## src/rtl/de_instr_q.sv

```systemverilog
// Decode-side instruction queue: buffers fetched packets and presents them in order to decode.
// Optional same-cycle fetch-to-decode bypass through an empty queue: define DE_IQ_BYPASS_EN.

package de_instr_q_pkg;

    typedef struct packed {
        logic [31:0] pc;
        logic [7:0]  simid;
        logic [31:0] opcode;
    } t_instr_pkt;

    // The queue only consumes the valid bit of the flush requests.
    typedef struct packed {
        logic valid;
    } t_nuke_pkt;

    typedef struct packed {
        logic valid;
    } t_br_mispred_pkt;

endpackage

module de_instr_q
    import de_instr_q_pkg::*;
#(
    parameter int DEPTH = 4
) (
    input  logic                       clk,
    input  logic                       reset,
    input  t_nuke_pkt                  nuke_rb1,
    input  t_br_mispred_pkt            br_mispred_ex0,
    input  logic                       valid_fe1,
    input  t_instr_pkt                 instr_fe1,
    output logic                       decode_ready_de0,
    output logic                       valid_de1,
    output t_instr_pkt                 instr_de1,
    input  logic                       ready_de1,
    output logic [$clog2(DEPTH+1)-1:0] occupancy_de1
);

    localparam int PW = $clog2(DEPTH);
    localparam int CW = $clog2(DEPTH + 1);

    t_instr_pkt     mem_r [DEPTH];
    logic [PW-1:0]  rd_ptr_r;
    logic [PW-1:0]  wr_ptr_r;
    logic [CW-1:0]  count_r;

    logic           flush_s;
    logic           empty_s;
    logic           push_s;
    logic           pop_s;
    logic           wr_en_s;
    logic           rd_adv_s;
    logic           valid_s;
    t_instr_pkt     head_s;

    assign flush_s          = nuke_rb1.valid | br_mispred_ex0.valid;
    assign empty_s          = (count_r == {CW{1'b0}});
    assign decode_ready_de0 = ~reset & (count_r != CW'(DEPTH));
    assign occupancy_de1    = reset ? {CW{1'b0}} : count_r;

    // Head selection toward decode; flush and reset force the output invalid.
    always_comb begin
        valid_s = 1'b0;
        head_s  = '0;
        if (reset | flush_s) begin
            valid_s = 1'b0;
            head_s  = '0;
        end else if (!empty_s) begin
            valid_s = 1'b1;
            head_s  = mem_r[rd_ptr_r];
        end else begin
`ifdef DE_IQ_BYPASS_EN
            valid_s = valid_fe1;
            head_s  = valid_fe1 ? instr_fe1 : '0;
`else
            valid_s = 1'b0;
            head_s  = '0;
`endif
        end
    end

    assign valid_de1 = valid_s;
    assign instr_de1 = head_s;

    assign push_s   = valid_fe1 & decode_ready_de0 & ~flush_s;
    assign pop_s    = valid_s & ready_de1 & ~flush_s;
    // A pop from an empty queue can only be a bypassed packet; it is never written.
    assign wr_en_s  = push_s & ~(empty_s & pop_s);
    assign rd_adv_s = pop_s & ~empty_s;

    // Pointer and count state; flush has priority over push and pop.
    always_ff @(posedge clk) begin
        if (reset | flush_s) begin
            rd_ptr_r <= {PW{1'b0}};
            wr_ptr_r <= {PW{1'b0}};
            count_r  <= {CW{1'b0}};
        end else begin
            if (wr_en_s) begin
                wr_ptr_r <= wr_ptr_r + PW'(1);
            end
            if (rd_adv_s) begin
                rd_ptr_r <= rd_ptr_r + PW'(1);
            end
            case ({wr_en_s, rd_adv_s})
                2'b10:   count_r <= count_r + CW'(1);
                2'b01:   count_r <= count_r - CW'(1);
                default: count_r <= count_r;
            endcase
        end
    end

    // Entry storage write port.
    always_ff @(posedge clk) begin
        if (wr_en_s) begin
            mem_r[wr_ptr_r] <= instr_fe1;
        end
    end

endmodule

```

## config.mk

```make
export PLATFORM = sky130hd
export DESIGN_NAME = de_instr_q
export DESIGN_NICKNAME = d
export VERILOG_FILES = /design/src/rtl/de_instr_q.sv
export SDC_FILE = /design/constraint.sdc
export NUM_CORES = 1
export LEC_CHECK = 0
export BUFFER_PORTS_ARGS = -buffer_cell sky130_fd_sc_hd__buf_2
export CORE_ASPECT_RATIO = 1.2
export CORE_MARGIN = 3
export CORE_UTILIZATION = 55
export DETAILED_ROUTE_END_ITERATION = 10
export PLACE_DENSITY_LB_ADDON = 0.12
export SYNTH_ARGS = -nofsm -noshare
export SYNTH_HDL_FRONTEND = slang
export SYNTH_SLANG_ARGS = --single-unit
```

## constraint.sdc

```tcl
create_clock -name clk -period 3.7 [get_ports clk]
set_input_delay 0.555 -clock clk [delete_from_list [all_inputs] [get_ports clk]]
set_output_delay 0.555 -clock clk [all_outputs]
set_load 0.01 [all_outputs]
```

==> results by stage <==
STA:
- The final hold violation count is 0.
- The final max-slew violation count is 0.
- The final number of setup-violating endpoints is 0.
- The worst pin sits at a relative slew slack of 58.96%.
- The maximum clock frequency is 0.3296 GHz.
- The post-route fraction of the period consumed by the critical path is 81.99%.
- The post-route setup TNS is 0 ps.
- Counting I/O delays and the setup requirement, the final critical path takes 3034 ps.
- Setup repair after global routing left no endpoint under its margin.
- The setup clock skew after layout is around 11 ps.
- For the pin with the worst max-slew slack, the measured transition is 615.7 ps.

Synth:
- The most used flip-flop cell after synthesis is sky130_fd_sc_hd__edfxtp_1.
- Sequential elements use 76.90% of the synthesized area.
- The number of synthesized flops with an enable pin is approximately 290.
- When the netlist entered floorplanning its net count stood at 600.
- Synthesis handed over a netlist of 516 instances.
- The flip-flop and latch count after synthesis is 297.
- The share of async-settable or async-resettable flops after synthesis is 0%.
- The number of distinct library cells after synthesis is 26.
- The average cell area after synthesis is between 20 and 25 sq um.
- During synthesis, Yosys emitted a total of 0 warnings.
- The area of the mapped netlist is 11480 sq um.

GRT:
- The number of antenna violations at the first check in global routing is 5.
- The global routing usage summed across all routing layers is about 18%.
- The final global-route overflow total is 0.
- The via count of the first global-routing pass is 5786.
- Entering global routing, the biggest net connects 47 pins.
- The first global-routing pass estimated 31.57 mm of wire.

Status:
- The flow ran to the end, and the final reports show no timing, DRC or antenna violations.

CTS:
- The number of clock buffers inserted by TritonCTS is 27.
- CTS saw slightly below 300 sinks.
- The later pin in the worst-skew pair is clocked with a latency of 520 ps.
- The deepest clock path buffer count is 3.
- The CTS clock-pin slew for the worst setup and hold paths is 60 ps.
- The number of buffers inserted by hold repair at cts is 0.
- CTS built an H-tree with a depth of 1.
- The post-CTS repair timing setup buffer count is 0.
- The tree is rooted in a sky130_fd_sc_hd__clkbuf_16.
- TritonCTS built the clock tree.
- Post-CTS repair changed the size of 0 cells.

Route:
- The total wire length is 20.75 mm.
- In the routed design, unresolved DRC markers number 0.
- The count of TritonRoute iterations in the first routing pass is 5.
- The average vias per placed instance is 5.571.
- Once detail routing completed, the nets flagged for antenna violations numbered 0.
- Detailed routing inserted a total of 5432 vias.
- The violation count after the first detailed-routing iteration is 309.
- After detailed routing, the average wire length per cell comes to 21.28 um.

Place:
- The estimated wirelength of the detail-placed design is approximately 13 mm.
- During placement, the flow inserted port buffers numbering 154.
- The post-detailed-placement cell area is ~13000 sq um.
- The final weighted congestion in routability-driven placement is 0.7460.

Power and ir drop:
- For this design the static power due to leakage is 4.646 nW.
- The overall power after layout is approximately 6.7 mW.
- Power spread over the standard cell area amounts to 497.3 nW/um^2.
- Across the VDD grid, the largest voltage drop is 0.0004295 V.

Layout:
- The synthesis-to-finish area growth is 17.56%.
- After the last flow step, the layout net total stands at between 700 and 800.
- Summing all non-filler instances in the final layout gives an area of 13500 sq um.
- The layout cell share with drive strength beyond 1 is 40.90%.

Die:
- The die covers approximately 23000 sq um.
- The placement row count is 57.
- The die outline height is between 150 and 200 um.
- For this configuration, the core starts out at a cell density of approximately 56%.
- The floorplan step set the die width to 137.9 um.
- The core region is slightly above 20000 sq um.
- 155 I/O pins were placed.

Setup path:
- The setup check on the worst reg-to-reg path leaves a slack of 1310 ps.
- The worst setup path is captured at a primary output.
- The signal on the critical path passes through buf_4 -> mux4_2 -> and2_1 -> buf_2.
- Along the worst path, the maximum fanout reaches 26.
- The kind of critical path is reg -> out.
- On the critical path, the stage with the largest delay is an instance of sky130_fd_sc_hd__dfxtp_4.
- The largest single stage delay on the critical path is 710 ps.
- The family with the most delay on the worst path is flip-flops.
- The critical path startpoint category is a register.
- STA puts the critical path data required time at 3140 ps.
- The worst endpoint data arrival time is 2480 ps.
- The combined buffer and inverter count along the critical path is 2.

Hold path:
- In this run the worst hold path is classified as in -> reg.

Flow run:
- The number of maximum-capacitance constraint violations is 0.
==> stage by stage <==
step | instances | hold slack [ps] | setup slack (ps) | utilization (%)
5_1_grt | 975 | 218.9 | 497.7 | 66.16
3_5_place_dp | 924 | 479.5 | 915.2 | 61.55
4_1_cts | 974 | 221.9 | 578.7 | 66.15
6_report | 975 | 241.1 | 666.4 | 66.16
2_1_floorplan | 516 | 432.8 | 275.4 | -
3_3_place_gp | 924 | 459.3 | 1013 | 61.55
==> path summary, 6_finish.rpt <==
check | start | endpoint | cells after the start
setup / recovery | register | instr_de1[62] | 4
hold / removal | instr_fe1[66] | mem_r[2][66]$_DFFE_PP_ | 1
setup reg to reg | count_r[2]$_SDFFE_PN0P_ | count_r[2]$_SDFFE_PN0P_ | 9
hold reg to reg | rd_ptr_r[1]$_SDFFE_PN0P_ | register | 1
==> cells by family after synthesis <==
group / Yosys count / share of synthesized area (%)
muxes: 72 / 14.13
DFF: 297 / 76.90
xor gates and xnor gates: 2 / 0.1526
adders and majority gates: 6 / 0.7194
buffers and inverters: 33 / 2.300
and+or+nand+nor: 94 / 5.166
AOI/OAI and AO/OA: 12 / 0.6321
==> where the power goes <==
group          internal [mW]  total, mW  switching, mW
Sequential              3.70       3.71        0.00442
Clock                   1.76       2.89           1.13
Combinational         0.0479      0.113         0.0647
Total                   5.51       6.71           1.20
==> synthesized netlist by cell type, drive strengths merged (2+ instances only) <==
library cell / number / area (sq um)
o21ai: 3 / 15.01
inv: 9 / 33.78
or3: 3 / 18.77
nor3: 3 / 36.29
mux4: 72 / 1622
o31ai: 3 / 22.52
o211ai: 2 / 15.01
ha: 5 / 62.56
buf: 23 / 226.5
edfxtp: 288 / 8648
dfxtp: 9 / 180.2
xor2: 2 / 17.52
nor2: 7 / 26.28
a21oi: 4 / 20.02
and2: 76 / 475.5
==> worst reg2reg max path, cell delays in order (launching register included) <==
cell	delay (ps)
sky130_fd_sc_hd__dfxtp_1	400
sky130_fd_sc_hd__nor3b_2	460
sky130_fd_sc_hd__nor3_4	90
sky130_fd_sc_hd__inv_1	100
sky130_fd_sc_hd__ha_1	190
sky130_fd_sc_hd__inv_1	70
sky130_fd_sc_hd__fa_1	380
sky130_fd_sc_hd__xor2_1	180
sky130_fd_sc_hd__or3_1	310
sky130_fd_sc_hd__a21oi_1	150
==> cell usage in the layout, fill, tap and decap left out, drive strengths merged, types with 4 or more instances in the layout <==
master | Yosys | routed
a21oi | 4 | 4
and2 | 76 | 76
buf | 23 | 167
bufinv | 0 | 6
clkbuf | 1 | 31
clkinv | 0 | 11
dfxtp | 9 | 9
edfxtp | 288 | 288
ha | 5 | 5
inv | 9 | 10
mux4 | 72 | 72
nor2 | 7 | 7
==> flip-flops by register name (all words and copies together), names as in the netlist, named ones only <==
name	cells
mem_r	288
count_r	3
rd_ptr_r	2
wr_ptr_r	2
==> routing by layer <==
layer  share of wire (%)  vias up  routed length [um]  track usage, %
li1                    -     2432                   -               -
met1                  40     2796                8389           24.74
met2                  51      165               10640           31.24
met3                 6.8       31                1402           3.983
met4                 1.3        8                 278           4.358
met5                0.20        -                  42               0
==> cell type report <==
cell class	count	area, sq um
Tap cell	265	331.6
Fill cell	1358	6902
Clock buffer	31	690.7
Sequential cell	297	8836
Inverter	9	33.78
Multi-Input combinational cell	186	2397
Clock inverter	19	247.7
Timing Repair Buffer	167	955.9
Antenna cell	1	2.502
No activity file was read; power rests on OpenSTA's default activity.
